<file path="src/rtl/seg7_pkg.sv">
// Shared types and glyph lookup for the multiplexed 7-segment scan driver.
package seg7_pkg;

  typedef enum logic [1:0] {
    OFF    = 2'd0,
    ACTIVE = 2'd1,
    GAP    = 2'd2
  } scan_state_t;

  localparam logic [6:0] SEG_OFF = 7'b0000000;
  localparam int         DP_BIT  = 0;

  // Logical, active-high segment pattern ordered a..g for a hex nibble
  function automatic logic [6:0] seg_glyph(input logic [3:0] value);
    logic [6:0] pattern;
    case (value)
      4'h0:    pattern = 7'b1111110;
      4'h1:    pattern = 7'b0110000;
      4'h2:    pattern = 7'b1101101;
      4'h3:    pattern = 7'b1111001;
      4'h4:    pattern = 7'b0110011;
      4'h5:    pattern = 7'b1011011;
      4'h6:    pattern = 7'b1011111;
      4'h7:    pattern = 7'b1110000;
      4'h8:    pattern = 7'b1111111;
      4'h9:    pattern = 7'b1111011;
      4'hA:    pattern = 7'b1110111;
      4'hB:    pattern = 7'b0011111;
      4'hC:    pattern = 7'b1001110;
      4'hD:    pattern = 7'b0111101;
      4'hE:    pattern = 7'b1001111;
      default: pattern = 7'b1000111;
    endcase
    return pattern;
  endfunction

endpackage

</file>
<file path="src/rtl/seg7_slot_timer.sv">
// Slot/digit counters and OFF/ACTIVE/GAP state machine for the scan driver.
module seg7_slot_timer
  import seg7_pkg::*;
#(
  parameter int N_DIGITS   = 6,
  parameter int SCAN_DIV   = 50000,
  parameter int GAP_CYCLES = 500,
  localparam int IW = (N_DIGITS > 1) ? $clog2(N_DIGITS) : 1,
  localparam int CW = (SCAN_DIV > 1) ? $clog2(SCAN_DIV) : 1
) (
  input  logic          clk,
  input  logic          rst_n,
  input  logic          i_enable,
  output logic [IW-1:0] o_dig_idx,
  output logic          o_active,
  output logic          o_snapshot_strobe
);

  localparam int ACTIVE_LEN = SCAN_DIV - GAP_CYCLES;

  scan_state_t   r_state;
  scan_state_t   w_state_nxt;
  logic [CW-1:0] r_slot_cnt;
  logic [CW-1:0] w_slot_nxt;
  logic [IW-1:0] r_dig_idx;
  logic [IW-1:0] w_dig_nxt;
  logic          w_strobe;
  logic          w_slot_wrap;
  logic          w_last_digit;

  assign w_slot_wrap  = (r_slot_cnt == CW'(SCAN_DIV - 1));
  assign w_last_digit = (r_dig_idx == IW'(N_DIGITS - 1));

  always_ff @(posedge clk or negedge rst_n) begin
    if (!rst_n) begin
      r_state    <= OFF;
      r_slot_cnt <= '0;
      r_dig_idx  <= '0;
    end else begin
      r_state    <= w_state_nxt;
      r_slot_cnt <= w_slot_nxt;
      r_dig_idx  <= w_dig_nxt;
    end
  end

  // ACTIVE vs GAP is decided from the slot count the next cycle will hold
  always_comb begin
    w_state_nxt = r_state;
    w_slot_nxt  = r_slot_cnt;
    w_dig_nxt   = r_dig_idx;
    w_strobe    = 1'b0;
    case (r_state)
      OFF: begin
        w_slot_nxt = '0;
        w_dig_nxt  = '0;
        if (i_enable) begin
          w_state_nxt = ACTIVE;
          w_strobe    = 1'b1;
        end
      end
      default: begin
        if (!i_enable) begin
          w_state_nxt = OFF;
          w_slot_nxt  = '0;
          w_dig_nxt   = '0;
        end else begin
          if (w_slot_wrap) begin
            w_slot_nxt = '0;
            w_dig_nxt  = w_last_digit ? '0 : r_dig_idx + IW'(1);
            w_strobe   = w_last_digit;
          end else begin
            w_slot_nxt = r_slot_cnt + CW'(1);
          end
          w_state_nxt = (int'(w_slot_nxt) < ACTIVE_LEN) ? ACTIVE : GAP;
        end
      end
    endcase
  end

  assign o_dig_idx         = r_dig_idx;
  assign o_active          = (r_state == ACTIVE);
  assign o_snapshot_strobe = w_strobe & rst_n;

endmodule

</file>
<file path="src/rtl/seg7_scan_driver.sv">
// Time-multiplexed N-digit 7-segment driver: frame snapshot, leading-zero
// blanking and registered, polarity-configurable anode/segment outputs.
module seg7_scan_driver
  import seg7_pkg::*;
#(
  parameter int N_DIGITS       = 6,
  parameter int SCAN_DIV       = 50000,
  parameter int GAP_CYCLES     = 500,
  parameter bit SEG_ACTIVE_LOW = 1'b1,
  parameter bit AN_ACTIVE_LOW  = 1'b1
) (
  input  logic                  clk,
  input  logic                  rst_n,
  input  logic                  enable,
  input  logic [4*N_DIGITS-1:0] digits,
  input  logic [N_DIGITS-1:0]   dp_mask,
  input  logic [N_DIGITS-1:0]   blank_mask,
  input  logic                  lzb_en,
  output logic [N_DIGITS-1:0]   an_out,
  output logic [7:0]            seg_out,
  output logic                  frame_start
);

  localparam int IW = (N_DIGITS > 1) ? $clog2(N_DIGITS) : 1;

  logic [IW-1:0]         w_dig_idx;
  logic                  w_active;
  logic                  w_strobe;
  logic [4*N_DIGITS-1:0] r_digits;
  logic [N_DIGITS-1:0]   r_dp;
  logic [N_DIGITS-1:0]   r_blank;
  logic                  r_lzb;
  logic [N_DIGITS-1:0]   w_suppress;
  logic                  w_run;
  logic [4*N_DIGITS-1:0] w_shifted;
  logic [3:0]            w_cur_digit;
  logic [N_DIGITS-1:0]   w_an;
  logic [7:0]            w_seg;
  logic [N_DIGITS-1:0]   r_an;
  logic [7:0]            r_seg;

  seg7_slot_timer #(
    .N_DIGITS  (N_DIGITS),
    .SCAN_DIV  (SCAN_DIV),
    .GAP_CYCLES(GAP_CYCLES)
  ) u_timer (
    .clk              (clk),
    .rst_n            (rst_n),
    .i_enable         (enable),
    .o_dig_idx        (w_dig_idx),
    .o_active         (w_active),
    .o_snapshot_strobe(w_strobe)
  );

  // Inputs are only sampled at frame boundaries so a frame never tears
  always_ff @(posedge clk or negedge rst_n) begin
    if (!rst_n) begin
      r_digits <= '0;
      r_dp     <= '0;
      r_blank  <= '0;
      r_lzb    <= 1'b0;
    end else if (w_strobe) begin
      r_digits <= digits;
      r_dp     <= dp_mask;
      r_blank  <= blank_mask;
      r_lzb    <= lzb_en;
    end
  end

  always_comb begin
    w_suppress = '0;
    w_run      = r_lzb;
    for (int k = N_DIGITS - 1; k >= 1; k--) begin
      w_run         = w_run && (r_digits[4*k +: 4] == 4'd0) && !r_dp[k];
      w_suppress[k] = w_run;
    end
  end

  assign w_shifted   = r_digits >> {w_dig_idx, 2'b00};
  assign w_cur_digit = w_shifted[3:0];

  always_comb begin
    w_an  = '0;
    w_seg = {SEG_OFF, 1'b0};
    if (w_active) begin
      w_an = {{(N_DIGITS-1){1'b0}}, 1'b1} << w_dig_idx;
      if (!r_blank[w_dig_idx]) begin
        w_seg[7:1]    = w_suppress[w_dig_idx] ? SEG_OFF : seg_glyph(w_cur_digit);
        w_seg[DP_BIT] = r_dp[w_dig_idx];
      end
    end
  end

  always_ff @(posedge clk or negedge rst_n) begin
    if (!rst_n) begin
      r_an  <= {N_DIGITS{AN_ACTIVE_LOW}};
      r_seg <= {8{SEG_ACTIVE_LOW}};
    end else begin
      r_an  <= AN_ACTIVE_LOW  ? ~w_an  : w_an;
      r_seg <= SEG_ACTIVE_LOW ? ~w_seg : w_seg;
    end
  end

  assign an_out      = r_an;
  assign seg_out     = r_seg;
  assign frame_start = w_strobe;

endmodule

</file>
<file path="config.mk">
export PLATFORM = sky130hd
export DESIGN_NAME = seg7_scan_driver
export DESIGN_NICKNAME = d
export VERILOG_FILES = /design/src/rtl/seg7_pkg.sv /design/src/rtl/seg7_slot_timer.sv /design/src/rtl/seg7_scan_driver.sv
export SDC_FILE = /design/constraint.sdc
export NUM_CORES = 1
export LEC_CHECK = 0
export ABC_CLOCK_PERIOD_IN_PS = 2110
export BUFFER_PORTS_ARGS = -buffer_cell sky130_fd_sc_hd__buf_2
export CORE_MARGIN = 2
export CORE_UTILIZATION = 52
export CTS_CLUSTER_DIAMETER = 40
export DETAILED_ROUTE_END_ITERATION = 6
export GPL_ROUTABILITY_DRIVEN = 0
export PLACE_DENSITY = 0.86
export SLEW_MARGIN = 20
export SYNTH_ARGS = -nofsm -noshare
export SYNTH_HDL_FRONTEND = slang
export SYNTH_SLANG_ARGS = --single-unit
export TNS_END_PERCENT = 50
</file>
<file path="constraint.sdc">
create_clock -name clk -period 2.11 [get_ports clk]
set_input_delay 0.1055 -clock clk [delete_from_list [all_inputs] [get_ports clk]]
set_output_delay 0.1055 -clock clk [all_outputs]
set_load 0.05 [all_outputs]
</file>
[Word level (Yosys, flattened, before mapping)]
Memories as Yosys holds them, arrays and structs flattened.
Cells that the tools add are included.
Storage, ports and cells
  word-level logic and storage cells: 72
  memory bits (read-only): 112
  flip-flop bits (word level): 72
  output and inout bits: 15
  memories kept: 1
  input bits: 40
Operators by class
  shift operators: 2
  bitwise operators: 3
  equality and inequality tests: 5
  $lt $le $gt $ge: 2
  mux-type cells: 27
  add/subtract/negate cells: 2
  reductions and logical operators: 21
Memories
  (name not given): words 16, bits a word 7, read ports 1, clocked after memory_dff 0, wr ports 0, RTL line seg7_pkg.sv:16  | case (value)
Operators by type and width (count)
  $mux W16: 5
  $shr A24 B5 Y4: 1
  $logic_not A4 Y1: 5
  $add A16 B1 Y16 const B: 1
  $eq A16 B16 Y1 const B: 1
  $lt A16 B16 Y1 const B: 1
  $mux W8: 2
  $mux W3: 4
  $logic_and A1 B1 Y1: 10
  $bmux W1 S3: 3
  $mux W2: 4
  $not A8 Y8: 1
  $mux W1: 7
  $mux W7: 1
  $mux W6: 1
  $not A6 Y6: 1
  $shl A1 B3 Y6 const A: 1
  $logic_not A1 Y1: 5
  $lt A3 B4 Y1 const B: 1
  $add A3 B1 Y3 const B: 1
  $eq A3 B3 Y1 const B: 1
  $ne A3 B1 Y1 const B: 1
  $eq A2 B1 Y1 const B: 1
  $logic_not A2 Y1: 1
  other kinds (2): 2

[Depth between registers and ports, before layout]
  depth in word-level cells: 17
  mapped depth: 11
  gate-level depth less buffers: 9

[Cells and area by module]
From an unflattened synthesis, not the netlist that was laid out.
Second synthesis, totals
  cells, all modules: 307
  area, all modules: 3688.5 µm²
Modules (own cells, without submodules)
  seg7_scan_driver: cells an instance 181, instances 1, area an instance 2484.9 µm², seq. area each 1293.7 µm²
  seg7_slot_timer: cells an instance 126, instances 1, area an instance 1203.7 µm², seq. area each 525.5 µm²

[Worst setup path before layout]
Ideal clock, no wire load.
  path type: register to register
  start: register u_timer.r_slot_cnt[0]
  end: register r_digits[14]
  slack: -165 ps
  path buffers: 2
  arrival: 2150 ps
  stages on the path, launching flop included: 9
  setup time: 125 ps
  clock period less this slack: 2275 ps
  cells stage by stage: dfrtp_1 ha_1 and3_1 nand4_4 o32ai_2 and3_4 buf_12 buf_12 mux2_4
Between the ends
  word-level cells in the longest chain between the ends: 5
Ends and longest elaborated chain
  start: declaration: RTL line seg7_slot_timer.sv:23  | logic [CW-1:0] r_slot_cnt;
  start signal: assignment: RTL line seg7_slot_timer.sv:41  | r_slot_cnt <= w_slot_nxt;
  $eq A16 B16 Y1: RTL line seg7_slot_timer.sv:31  | assign w_slot_wrap = (r_slot_cnt == CW'(SCAN_DIV - 1));
  $mux W1: RTL line seg7_slot_timer.sv:67  | if (w_slot_wrap) begin
  $mux W1: RTL line seg7_slot_timer.sv:62  | if (!i_enable) begin
  $mux W1: RTL line seg7_slot_timer.sv:52  | case (r_state)
  $and A1 B1 Y1: RTL line seg7_slot_timer.sv:82  | assign o_snapshot_strobe = w_strobe & rst_n;
  named net frame_start: RTL line seg7_scan_driver.sv:21  | output logic frame_start
  end signal: assignment: RTL line seg7_scan_driver.sv:63  | r_digits <= digits;
  end: declaration: RTL line seg7_scan_driver.sv:29  | logic [4*N_DIGITS-1:0] r_digits;
The timed path passes the listed nets, and every way through them passes these cells.
A chain may end at the register's enable or synchronous reset.

[Worst setup path after layout]
  start: register u_timer.r_dig_idx[0], in the netlist u_timer.o_dig_idx[0]
  end: register r_seg[2], in the netlist seg_out[2]
Between the ends
  word-level cells in the longest chain between the ends: 6
Ends and longest elaborated chain
  start: declaration: RTL line seg7_slot_timer.sv:25  | logic [IW-1:0] r_dig_idx;
  start signal: assignment: RTL line seg7_slot_timer.sv:42  | r_dig_idx <= w_dig_nxt;
  $shr A24 B5 Y4 or $bmux W1 S3 (tied branches): RTL line seg7_scan_driver.sv:79, seg7_scan_driver.sv:88
  $mem_v2 Z16 W7 or $mux W1 (tied branches)
  $mux W7: RTL line seg7_scan_driver.sv:88  | w_seg[7:1] = w_suppress[w_dig_idx] ? SEG_OFF : seg_glyph(w_cur_digit);
  $mux W8 *: RTL line seg7_scan_driver.sv:87  | if (!r_blank[w_dig_idx]) begin
  $mux W8 *: RTL line seg7_scan_driver.sv:85  | if (w_active) begin
  $not A8 Y8 *: RTL line seg7_scan_driver.sv:100  | r_seg <= SEG_ACTIVE_LOW ? ~w_seg : w_seg;
  end signal: assignment: RTL line seg7_scan_driver.sv:97  | r_seg <= {8{SEG_ACTIVE_LOW}};
  end signal: assignment: RTL line seg7_scan_driver.sv:100
  end: declaration: RTL line seg7_scan_driver.sv:40  | logic [7:0] r_seg;
Mark *: on every way between the ends. The rest lies on a longest branch, timed or not. The select of a mux whose other input is x is not followed.

==> run metrics <==
run status finished, violations left; failing checks setup timing; Starting Density 0.534; total die area 0.00816 mm2; Synth warnings 0; library cells used by synthesis between 50 and 60; Final setup violation count 16; syn_area_per_cell roughly 12 um2; FMAX 465 MHz; Final Max Tran Viols 0; setup ws final -0.0406 ns; clock skew 0.0130 ns; Max Cap Viol 0; Main synth FF type dfrtp_1; Max rail drop VDD 411 uV; Post-DP HPWL 6260 um; pin count of the biggest net entering global routing 73; Ports 55; # port buffers 54; slew of the pin with the lowest slew margin 0.896 ns; Period minus WS final 2.15 ns; final hold violation count 0; Slowest cell on crit path mux4_2; Setup TNS -0.223 ns; Cell Area, Synth between 0.003 and 0.004 mm2; final period utilization 1.02; dpl cells around 500; wirelength, routed 11300 um; critical path, cell by cell buf_4 > mux4_2 > a221oi_2 > o31ai_1 > a21oi_2 > buf_4 > o221ai_1; dominant cell type by area after synthesis dfrtp_1; WP data required 2.37 ns; Post-route DRC 0; total track usage 0.262; die width 90.3 um; H-tree level count 3; routed len/inst approximately 20 um; Initial DRT Pass Iterations 5; worst skew pair latency 0.36 ns; grt total ovfl 0; die height 90.3 um; Post-synth ARST share 1.00; CTS root buffer clkbuf_8; Reg2Reg Depth 7; Setup crit start kind flip-flop; Levels on crit path 7; syn_nets 376; routed vias/inst around 6.0; antenna viol nets, final 0; min-delay worst type primary input to asynchronous set/reset pin; RSZ-0062 raised after global routing yes; Setup CP Type flip-flop to flip-flop; clock buffer depth 2; final core occ 0.710; pwr/cell area 762 mW/mm2; row cnt 31; Initial DRC Count roughly 250; Synth top area share 0.375; sequential element share of the synthesized area 0.469; Nets ~500; Mapped Cells 328; Placeable Area between 0.007 and 0.008 mm2; Critical Path Sink Type flip-flop; clk slew on worst S/H paths 0.09 ns; total clock sinks 72; CTS tree yes; Arr. time, crit path 2.41 ns; area grow syn2layout 32.8%; Yosys reg bits 72; vias in the first global route approximately 3300; worst rel slew slack 0.403; Top delay family on crit path compound AO/OA/AOI/OAI gates; non-filler cells, final 558; top post-synthesis cells by area dfrtp_1 37%, dfstp_2 9.5%, mux2_4 7.4%; final antenna diode count 0; worst path buffer plus inverter count 2; Lkg Pwr roughly 2.2 nW; EDFF count, synth 0; worst stage delay on the critical path 0.53 ns; DR vias 3348; initial antenna violation count 0; Critical Path Most Common Cell buf_4; first-pass GRT wire length 16600 um; layout cells sized above 1 0.425; Num CTS Buffers 9; Max FO, Critical Path 7
==> per-layer routing <==
| metal | track usage | share of wire |
|---|---|---|
| met1 | 0.314 | 0.37 |
| met5 | 0 | 0 |
| met4 | 0.151 | 0.045 |
| met2 | 0.433 | 0.52 |
| met3 | 0.0609 | 0.068 |
==> kinds of logic (layout without fill, tap and decap cells) <==
kind of cell             after synthesis  in the layout  share of synthesized area
adder cells (fa/ha/maj)                8              8                     0.0258
multiplexers                          54             54                      0.187
flip-flops                            72             72                      0.469
AND/OR/NAND/NOR                      108            108                      0.157
AO/OA/AOI/OAI                         43             43                     0.0811
XOR/XNOR                              15             15                     0.0339
buffers and inverters                 28            159                     0.0455
==> flip-flops by register name, indices dropped and copies added (netlist names) <==
name	cells
r_digits	24
u_timer.r_slot_cnt	16
seg_out	8
an_out	6
r_blank	6
r_dp	6
u_timer.o_dig_idx	3
u_timer.r_state	2
r_lzb	1
==> per-stage QoR <==
stage	setup slack [ns]	hold slack, ns	power (mW)	instance area [um2]
after CTS	-0.0298	0.00233	3.78	5030
after detailed placement	-0.0449	0.341	2.63	4430
final	-0.0406	0.0164	3.92	5150
after floorplan	0.00681	-0.190	2.37	3900
after global placement	0.0369	0.338	2.59	4430
after global routing	-0.119	0.0109	4.07	5150
==> path summary, 6_finish.rpt <==
path,end,from,slack (ns)
hold / removal,r_digits[14],rst_n,0.02
setup reg to reg,seg_out[2],u_timer.o_dig_idx[0],-0.04
max in group asynchronous,u_timer.r_slot_cnt[1],rst_n,1.44
setup / recovery,seg_out[2],u_timer.o_dig_idx[0],-0.04
hold reg to reg,r_blank[1],r_blank[1],0.52
min in group clk,r_digits[19],digits[19],0.02
==> synthesized netlist by cell type, drive strengths merged (8+ instances only) <==
cell type / number
dfstp: 14
nor2: 27
dfrtp: 58
buf: 11
ha: 8
a21oi: 11
nor3: 9
xnor2: 12
nand4: 8
mux2i: 8
nand3: 14
mux2: 41
nand2: 14
inv: 8
==> worst reg2reg max path, stage by stage, from the launching register on <==
cell and delay, ns:
dfrtp_1 0.38, buf_4 0.13, mux4_2 0.53, a221oi_2 0.41, o31ai_1 0.16, a21oi_2 0.15, buf_4 0.18, o221ai_1 0.13
==> area by class of cell <==
cell class / count / area (um2)
inverter: 10 / 37.5
clock buffer: 10 / 128
sequential: 72 / 1820
timing repair buffer: 133 / 1030
tap: 99 / 124
fill: 457 / 2110
clock inverter: 6 / 70.1
multi-input combinational: 228 / 1940
==> timing repair <==
action / 4_1_cts / 5_1_grt
gates cloned: 1 / 0
pin swaps: 0 / 5
hold endpoints to repair: 34 / 1
hold buffers: 34 / 1
gates resized for setup: 5 / 12
endpoints found under the setup margin: 6 / 17
setup buffers: 1 / 8
==> power breakdown <==
group	total, mW	internal, mW	switching [mW]	leakage, nW
clock network	1.11	0.550	0.561	0.0887
logic	1.03	0.483	0.549	1.23
registers	1.78	1.61	0.169	0.874
total	3.92	2.65	1.28	2.20
==> cell usage in the layout (no fill, tap or decap), types with 4 or more instances in the layout <==
master         Yosys  layout
dlygate4sd3_1      0      35
clkbuf_8           0       9
dfstp_2           14      14
mux2i_1            8       8
nand4_1            7       7
inv_1              8       8
nor3_1             9       9
nand3_1           14      14
nand2b_1           5       4
o211ai_1           6       6
mux2_4            19      19
xnor2_1           12      12
dfrtp_1           58      55
nand2_1           14      14
buf_4              2      38
mux4_2             5       5
mux2_2            22      22
and3_1             5       4
o21ai_0            5       5
nor4_1             7       6
buf_2              5      53
nor2_1            27      27
a21oi_1           10       8
ha_1               8       6
No activity file was read; power rests on OpenSTA's default activity.
